==> config.mk <==
export PLATFORM = sky130hd
export DESIGN_NAME = alu_exec_unit
export DESIGN_NICKNAME = d
export VERILOG_FILES = /design/src/rtl/alu_exec_unit.sv
export SDC_FILE = /design/constraint.sdc
export NUM_CORES = 1
export LEC_CHECK = 0
export CAP_MARGIN = 15
export CELL_PAD_IN_SITES_DETAIL_PLACEMENT = 0
export CELL_PAD_IN_SITES_GLOBAL_PLACEMENT = 1
export CORE_AREA = 10 10 106 179
export DETAILED_ROUTE_END_ITERATION = 10
export DIE_AREA = 0 0 116 189
export GPL_TIMING_DRIVEN = 0
export HOLD_SLACK_MARGIN = 0.1
export PLACE_DENSITY = 0.82
export RECOVER_POWER = 100
export SKIP_CTS_REPAIR_TIMING = 1
export SKIP_LAST_GASP = 1
export SLEW_MARGIN = 25
export SYNTH_ARGS = -nofsm -noshare
export SYNTH_HDL_FRONTEND = slang
export SYNTH_SLANG_ARGS = --single-unit
==> constraint.sdc <==
create_clock -name clk -period 3.85 [get_ports clk]
set_input_delay 0.9625 -clock clk [delete_from_list [all_inputs] [get_ports clk]]
set_output_delay 0.9625 -clock clk [all_outputs]
set_load 0.03 [all_outputs]
==> src/rtl/alu_exec_unit.sv <==
// alu_exec_unit -- sequential execution front-end for the 20-bit ALU datapath.
//
// Accepts {op, a, b, c_in} over in_valid/in_ready. The result is held on
// {res, res_hi, c_out, illegal} under out_valid until out_ready.
// Single-cycle ops register their result on the accept edge. MUL is a
// 20-cycle shift-add that runs LSB-first over the multiplier.
//
// Ports:
//   clk, rst_n          clock, synchronous active-low reset
//   in_valid/in_ready   request handshake; op/a/b/c_in are sampled on accept
//   out_valid/out_ready result handshake
//   res, res_hi         primary / secondary result (MUL high word, SWAP's a)
//   c_out, illegal      carry out, unsupported-opcode flag
//
// Build option: define ALU_MUL_EN to build the multi-cycle multiplier.
// Without it, opcode 10 is reported as illegal.
module alu_exec_unit #(
  parameter int WIDTH = 20,
  parameter int CNT_W = 5
) (
  input  logic             clk,
  input  logic             rst_n,
  input  logic             in_valid,
  output logic             in_ready,
  input  logic [3:0]       op,
  input  logic [WIDTH-1:0] a,
  input  logic [WIDTH-1:0] b,
  input  logic             c_in,
  output logic             out_valid,
  input  logic             out_ready,
  output logic [WIDTH-1:0] res,
  output logic [WIDTH-1:0] res_hi,
  output logic             c_out,
  output logic             illegal
);

  localparam logic [3:0] OP_PASS_A = 4'd0, OP_PASS_B = 4'd1, OP_NOT = 4'd2,
                         OP_AND = 4'd3, OP_OR = 4'd4, OP_SHL = 4'd5,
                         OP_SHR = 4'd6, OP_ADD = 4'd7, OP_INC = 4'd8,
                         OP_SWAP = 4'd9, OP_MUL = 4'd10;

  typedef enum logic [1:0] {S_IDLE, S_BUSY, S_DONE} state_t;

  state_t           state_q, state_d;
  logic [WIDTH-1:0] res_q, res_d, res_hi_q, res_hi_d;
  logic             c_out_q, c_out_d, illegal_q, illegal_d;

  // Single-cycle result, computed straight from the request inputs.
  logic [WIDTH-1:0] r_res, r_hi;
  logic             r_c, r_ill;

  always_comb begin
    r_res = '0;
    r_hi  = '0;
    r_c   = 1'b0;
    r_ill = 1'b0;
    case (op)
      OP_PASS_A: r_res = a;
      OP_PASS_B: r_res = b;
      OP_NOT:    r_res = ~a;
      OP_AND:    r_res = a & b;
      OP_OR:     r_res = a | b;
      OP_SHL:    r_res = a << b[3:0];
      OP_SHR:    r_res = a >> b[3:0];
      OP_ADD:    {r_c, r_res} = {1'b0, a} + {1'b0, b} + {{WIDTH{1'b0}}, c_in};
      OP_INC:    {r_c, r_res} = {1'b0, a} + (WIDTH+1)'(1);
      OP_SWAP: begin
        r_res = b;
        r_hi  = a;
      end
`ifdef ALU_MUL_EN
      OP_MUL:    ;  // handled by the BUSY sequence
`endif
      default:   r_ill = 1'b1;
    endcase
  end

`ifdef ALU_MUL_EN
  logic [CNT_W-1:0]   cnt_q, cnt_d;
  logic [WIDTH-1:0]   mcand_q, mcand_d, mplr_q, mplr_d;
  logic [2*WIDTH-1:0] acc_q, acc_d, partial;

  // Partial product for multiplier bit cnt_q, aligned to its weight.
  assign partial = mplr_q[cnt_q] ? ({{WIDTH{1'b0}}, mcand_q} << cnt_q) : '0;
`endif

  assign in_ready  = rst_n && (state_q == S_IDLE);
  assign out_valid = (state_q == S_DONE);
  assign res       = res_q;
  assign res_hi    = res_hi_q;
  assign c_out     = c_out_q;
  assign illegal   = illegal_q;

  always_comb begin
    state_d   = state_q;
    res_d     = res_q;
    res_hi_d  = res_hi_q;
    c_out_d   = c_out_q;
    illegal_d = illegal_q;
`ifdef ALU_MUL_EN
    cnt_d     = cnt_q;
    mcand_d   = mcand_q;
    mplr_d    = mplr_q;
    acc_d     = acc_q;
`endif
    case (state_q)
      S_IDLE: begin
        if (in_valid) begin
`ifdef ALU_MUL_EN
          if (op == OP_MUL) begin
            state_d = S_BUSY;
            mcand_d = a;
            mplr_d  = b;
            cnt_d   = '0;
            acc_d   = '0;
          end else
`endif
          begin
            state_d   = S_DONE;
            res_d     = r_res;
            res_hi_d  = r_hi;
            c_out_d   = r_c;
            illegal_d = r_ill;
          end
        end
      end
`ifdef ALU_MUL_EN
      S_BUSY: begin
        acc_d = acc_q + partial;
        if (cnt_q == CNT_W'(WIDTH-1)) begin
          {res_hi_d, res_d} = acc_q + partial;
          c_out_d   = 1'b0;
          illegal_d = 1'b0;
          state_d   = S_DONE;
        end else begin
          cnt_d = cnt_q + 1'b1;
        end
      end
`endif
      S_DONE:  if (out_ready) state_d = S_IDLE;
      default: state_d = S_IDLE;
    endcase
  end

  always_ff @(posedge clk) begin
    if (!rst_n) begin
      state_q   <= S_IDLE;
      res_q     <= '0;
      res_hi_q  <= '0;
      c_out_q   <= 1'b0;
      illegal_q <= 1'b0;
`ifdef ALU_MUL_EN
      cnt_q     <= '0;
      mcand_q   <= '0;
      mplr_q    <= '0;
      acc_q     <= '0;
`endif
    end else begin
      state_q   <= state_d;
      res_q     <= res_d;
      res_hi_q  <= res_hi_d;
      c_out_q   <= c_out_d;
      illegal_q <= illegal_d;
`ifdef ALU_MUL_EN
      cnt_q     <= cnt_d;
      mcand_q   <= mcand_d;
      mplr_q    <= mplr_d;
      acc_q     <= acc_d;
`endif
    end
  end

endmodule
# Word level (Yosys, flattened, before mapping)
# Cells that the tools add are included.
word_totals:
  reg_bits: 44
  inputBits: 49
  out_inout_bits: 44
  elab_cells: 39
classes:
  addsub: 3
  eq_ne: 12
  shifts: 2
  n_mux: 7
  n_bitwise: 3
  reduce_logical: 7
op_table:
  columns: ["cell", "count"]
  rows:
  - ["case mux 20 bit (9 select lines)", 1]
  - ["adder 20 x 1 -> 21 bit, second input constant", 1]
  - ["adder 20 x 20 -> 21 bit", 1]
  - ["adder 21 x 1 -> 21 bit", 1]
  - ["bitwise AND 20 bit", 1]
  - ["2-to-1 mux 20 bit", 1]
  - ["inverter 20 bit", 1]
  - ["OR 20 bit", 1]
  - ["left shift 20 x 4 -> 20 bit", 1]
  - [">> shifter 20 x 4 -> 20 bit", 1]
  - ["equality test 4 x 3 -> 1 bit, second input constant", 4]
  - ["OR reduction 10 bit", 1]
  - ["equality test 4 x 2 -> 1 bit, second input constant", 2]
  - ["equality test 4 bit, second input constant", 2]
  - ["equality test 4 x 1 -> 1 bit, second input constant", 1]
  - ["zero test 4 bit", 1]
  - ["2-to-1 mux 2 bit", 2]
  - ["case mux 2 bit (2 select lines)", 1]
  - ["AND reduction 2 bit", 2]
  - ["equality test 2 bit, second input constant", 1]
  - ["zero test 2 bit", 1]
  - ["inequality test 2 x 1 -> 1 bit, second input constant", 1]
  - ["inequality test 2 bit, second input constant", 1]
  - ["case mux 1 bit (2 select lines)", 1]
  - ["other kinds (3)", 3]

# Depth between registers and ports, before layout
logic_depth:
  depth_word: 3
  ltp_mapped: 11
  depth_no_buf: 8

# Worst setup path before layout
# Ideal clock, no wire load.
synth_timing:
  kind: "input-to-reg"
  start: "input port b[2]"
  end: "register res_q[18], in the netlist res[18]"
  setup_ps: 136
  arrival_ps: 3316
  t_required_ps: 3714
  slack_ps: 399
  cell_stages: 11
  n_path_buf: 3
  cell_sequence: "buf_2 -> clkinv_1 -> clkbuf_1 -> clkbuf_1 -> ha_1 -> a211oi_1 -> o211ai_2 -> a21oi_1 -> o311ai_0 -> xnor2_1 -> o221ai_1"
synth_between:
  elab_chain_cells: 3
  word_cells_on_any_way: 5
  cone_classes: "2 x add/sub; 2 x shift; 1 x mux"
synth_rtl:
  columns: ["element", "line", "text"]
  rows:
  - ["start: declaration", "27", "input logic [WIDTH-1:0] b,"]
  - ["adder 20 x 20 -> 21 bit", "65", "OP_ADD: {r_c, r_res} = {1'b0, a} + {1'b0, b} + {{WIDTH{1'b0}}, c_in};"]
  - ["adder 21 x 1 -> 21 bit", "65", null]
  - ["case mux 20 bit (9 select lines) (*)", "57", "case (op)"]
  - ["end signal: assignment", "160", "res_q <= res_d;"]
  - ["end: declaration", "45", "logic [WIDTH-1:0] res_q, res_d, res_hi_q, res_hi_d;"]
# Mark *: on every way between the ends. The rest lies on a longest branch, timed or not.
# A chain may end at the register's enable or synchronous reset.

# Worst setup path after layout
layout_timing:
  start: "input port a[15]"
  end: "register res_q[0], in the netlist res[0]"
layout_between:
  elab_chain_cells: 2
  word_cells_on_any_way: 3
  cone_classes: "2 x shift; 1 x mux"
layout_rtl:
  columns: ["element", "line", "text"]
  rows:
  - ["start: declaration", "26", "input logic [WIDTH-1:0] a,"]
  - [">> shifter 20 x 4 -> 20 bit or left shift 20 x 4 -> 20 bit (tied branches)", "64, 63", null]
  - ["case mux 20 bit (9 select lines) (*)", "57", null]
# Marked as above.

==> reports/qor.csv <==
stage,metric,value,unit
sta,finalClockSkew,0.00805,ns
clocking,cts_tree,built,
route,first_pass_iters,6,
clocking,clk_path_buf_depth,2,
sta,maxSlewHeadroom,0.292,
route,vias_per_cell,6.85,
setup_path,r2r-end,res[13]$_SDFFE_PN0P_,
synthesis,syn_avg_cell_area,7.87,um^2
sta,fmax,263,MHz
clocking,clock-root-buffer,clkbuf_16,
place,io_buffers,91,
sta,post-route-worst-setup-slack,0.0433,ns
sta,slew_violations,0,
route,wl,35600,um
sta,period_minus_slack,3.81,ns
run,drv_cap,0,
place,gp_congestion,1.05,
final_layout,final_cells,1122,
sta,period_share,0.989,
synthesis,syn-num-nets,923,
die,core-area,15900,um^2
sta,worst_pin_slew,1.06,ns
setup_path,r2r_cells,5,
route,routedWlPerCell,31.7,um
sta,grt_setup_unrepaired,yes,
synthesis,async_reset_ff_frac,0,
synthesis,synth_ff_type,dfxtp_1,
synthesis,yosys_warnings,0,
die,die_y,189,um
route,ant_nets,0,
synthesis,syn_inst,830,
clocking,clk_latency,0.30,ns
die,die_area,21900,um^2
sta,finalSetupViolCount,0,
power,ir_drop,152,uV
grt,grt_pass1_wl,51100,um
clocking,numCtsBuffers,5,
die,io_pins,93,
min_path,holdPathEnd,res[2]$_SDFFE_PN0P_,
die,dieWidth,116,um
power,p_total,1.85,mW
synthesis,netlist_area,6540,um^2
grt,grt_antenna_before_repair,0,
route,vias,7690,
setup_path,endpoint_kind,flip-flop,
synthesis,synth_seq_cells,43,
setup_path,cp-start-kind,input port,
power,powerDensity,232,nW/um^2
die,rows,61,
setup_path,arrival,3.96,ns
grt,grt_pass1_vias,7535,
final_layout,fin_area,7970,um^2
setup_path,reg2reg_from,state_q[1]$_SDFFE_PN0P_,
sta,hold_violations,0,
setup_path,crit_type,in2reg,
place,pre_cts_ws,-1.04,ns
final_layout,fill_cells,1712,
final_layout,layout_common_cells,"nor2_1 (65), nand2_1 (61), inv_1 (47)",
final_layout,drive_above_1_share,0.134,
setup_path,cp_max_fo,10,
place,dp_cells,1110,
final_layout,n_antenna_cell,0,
setup_path,ff2ff_setup_slack,1.15,ns
clocking,clkTransAtPathRegs,0.07,ns
final_layout,final_net_count,1025,
die,initial_core_util,0.412,
min_path,hold_path_class,reg2reg,
grt,grt_start_max_net_pins,16,
final_layout,area_delta_synth_final,22.0,%
synthesis,ys_seq_area_frac,0.132,
power,leakage,3.14,nW
grt,track_usage,0.317,
grt,grt_overflow,0,
clocking,cts_sinks,43,
synthesis,synth-edff-count,0,
status,status,finished clean,
place,placed_area,7680,um^2
place,dp_hpwl,27300,um
route,drt_first_iter_violations,920,
setup_path,crit_required,4.01,ns
route,drcViolationCount,0,
min_path,min_from,res[2]$_SDFFE_PN0P_,
final_layout,final_common_cell,nor2_1,
synthesis,synthDistinctLibCells,87,
clocking,cts_htree_levels,2,
min_path,holdPathStages,2,
==> how the worst max path moves through the flow <==
stage / startpoint / end / depth (start not counted)
after floorplan: b[2] / res[18]$_SDFFE_PN0P_ / 11
after global placement: b[2] / res[14]$_SDFFE_PN0P_ / 12
after detailed placement: b[2] / res[14]$_SDFFE_PN0P_ / 12
after CTS: b[2] / res[14]$_SDFFE_PN0P_ / 12
after global routing: a[12] / res[17]$_SDFFE_PN0P_ / 11
final: a[15] / res[0]$_SDFFE_PN0P_ / 6
==> Yosys cell counts, drive strengths merged, types with 4 or more instances <==
library cell | number | area, um^2
xnor2 | 27 | 236
a2111oi | 4 | 47.6
a22oi | 38 | 285
nor3b | 4 | 30.0
o22ai | 16 | 100
or2 | 6 | 37.5
mux4 | 34 | 785
a311oi | 4 | 35.0
mux2 | 12 | 143
and3 | 4 | 25.0
o21ai | 43 | 215
nand2b | 8 | 50.1
nand2 | 62 | 235
dfxtp | 43 | 861
a21oi | 45 | 225
xor2 | 14 | 123
ha | 42 | 526
a21o | 5 | 37.5
nor2b | 26 | 163
o211ai | 11 | 87.6
o211a | 4 | 40.0
nor2 | 65 | 244
a221oi | 6 | 52.6
nor3 | 23 | 120
inv | 49 | 184
a211oi | 13 | 103
clkbuf | 48 | 185
nor4 | 9 | 62.6
buf | 31 | 193
a32oi | 4 | 35.0
nand4 | 7 | 50.1
mux2i | 17 | 174
nand3 | 16 | 80.1
a22o | 9 | 78.8
o221ai | 5 | 43.8
a31oi | 9 | 56.3
and2 | 13 | 81.3
or3 | 5 | 31.3
==> cell type report <==
| class | instances | area (um^2) | area share |
|---|---|---|---|
| Timing Repair Buffer | 95 | 948 | 0.119 |
| Multi-Input combinational cell | 658 | 5190 | 0.651 |
| Clock inverter | 3 | 23.8 | 0.00298 |
| Clock buffer | 5 | 125 | 0.0157 |
| Tap cell | 189 | 236 | 0.0297 |
| Buffer | 79 | 398 | 0.0499 |
| Inverter | 50 | 191 | 0.0240 |
| Sequential cell | 43 | 861 | 0.108 |
==> kinds of logic (layout without fill, tap and decap cells) <==
logic type      count (synthesis)  in the layout  synth area share
fa+ha+maj                      44             44            0.0865
compound gates                245            245             0.260
xor+xnor                       41             41            0.0550
simple gates                  265            265             0.211
mux                            63             63             0.168
buf+inv                       129            232            0.0865
flops                          43             43             0.132
==> through the flow <==
step | hold slack (ns) | util | TNS (ns)
after CTS | 0.450 | 0.493 | -7.67
after global placement | 0.439 | 0.484 | -14.07
after floorplan | 0.577 | - | 0
after global routing | 0.460 | 0.502 | -0.0734
after detailed placement | 0.440 | 0.484 | -13.35
final | 0.443 | 0.502 | 0
==> report_power, final <==
| part | leakage [nW] | internal, mW | switching [mW] | total, mW |
|---|---|---|---|---|
| clock network | 0.0664 | 0.244 | 0.222 | 0.466 |
| logic | 2.73 | 0.345 | 0.575 | 0.920 |
| registers | 0.348 | 0.457 | 0.00772 | 0.464 |
==> worst max-delay path: stages <==
cell and delay (ns):
clkdlybuf4s50_1 0.66, clkbuf_1 0.40, mux4_2 0.61, mux2_2 0.32, a2111oi_0 0.90, o21ai_1 0.10
==> per-layer routing <==
metal  GRT usage  part of all wire  wire length, um  vias to the layer above
met3      0.0472             0.080             2860                      139
met5           0                 0                0                        -
li1            -                 -                -                     3305
met1       0.358              0.35            12500                     3717
met2       0.525              0.48            17200                      529
met4       0.228             0.083             2960                        0
==> flip-flops by register name, summed over array words and instances (netlist names) <==
name / cells
state_q: 1
illegal: 1
c_out: 1
res: 20
res_hi: 20
Power figures use the tool's default switching activity.
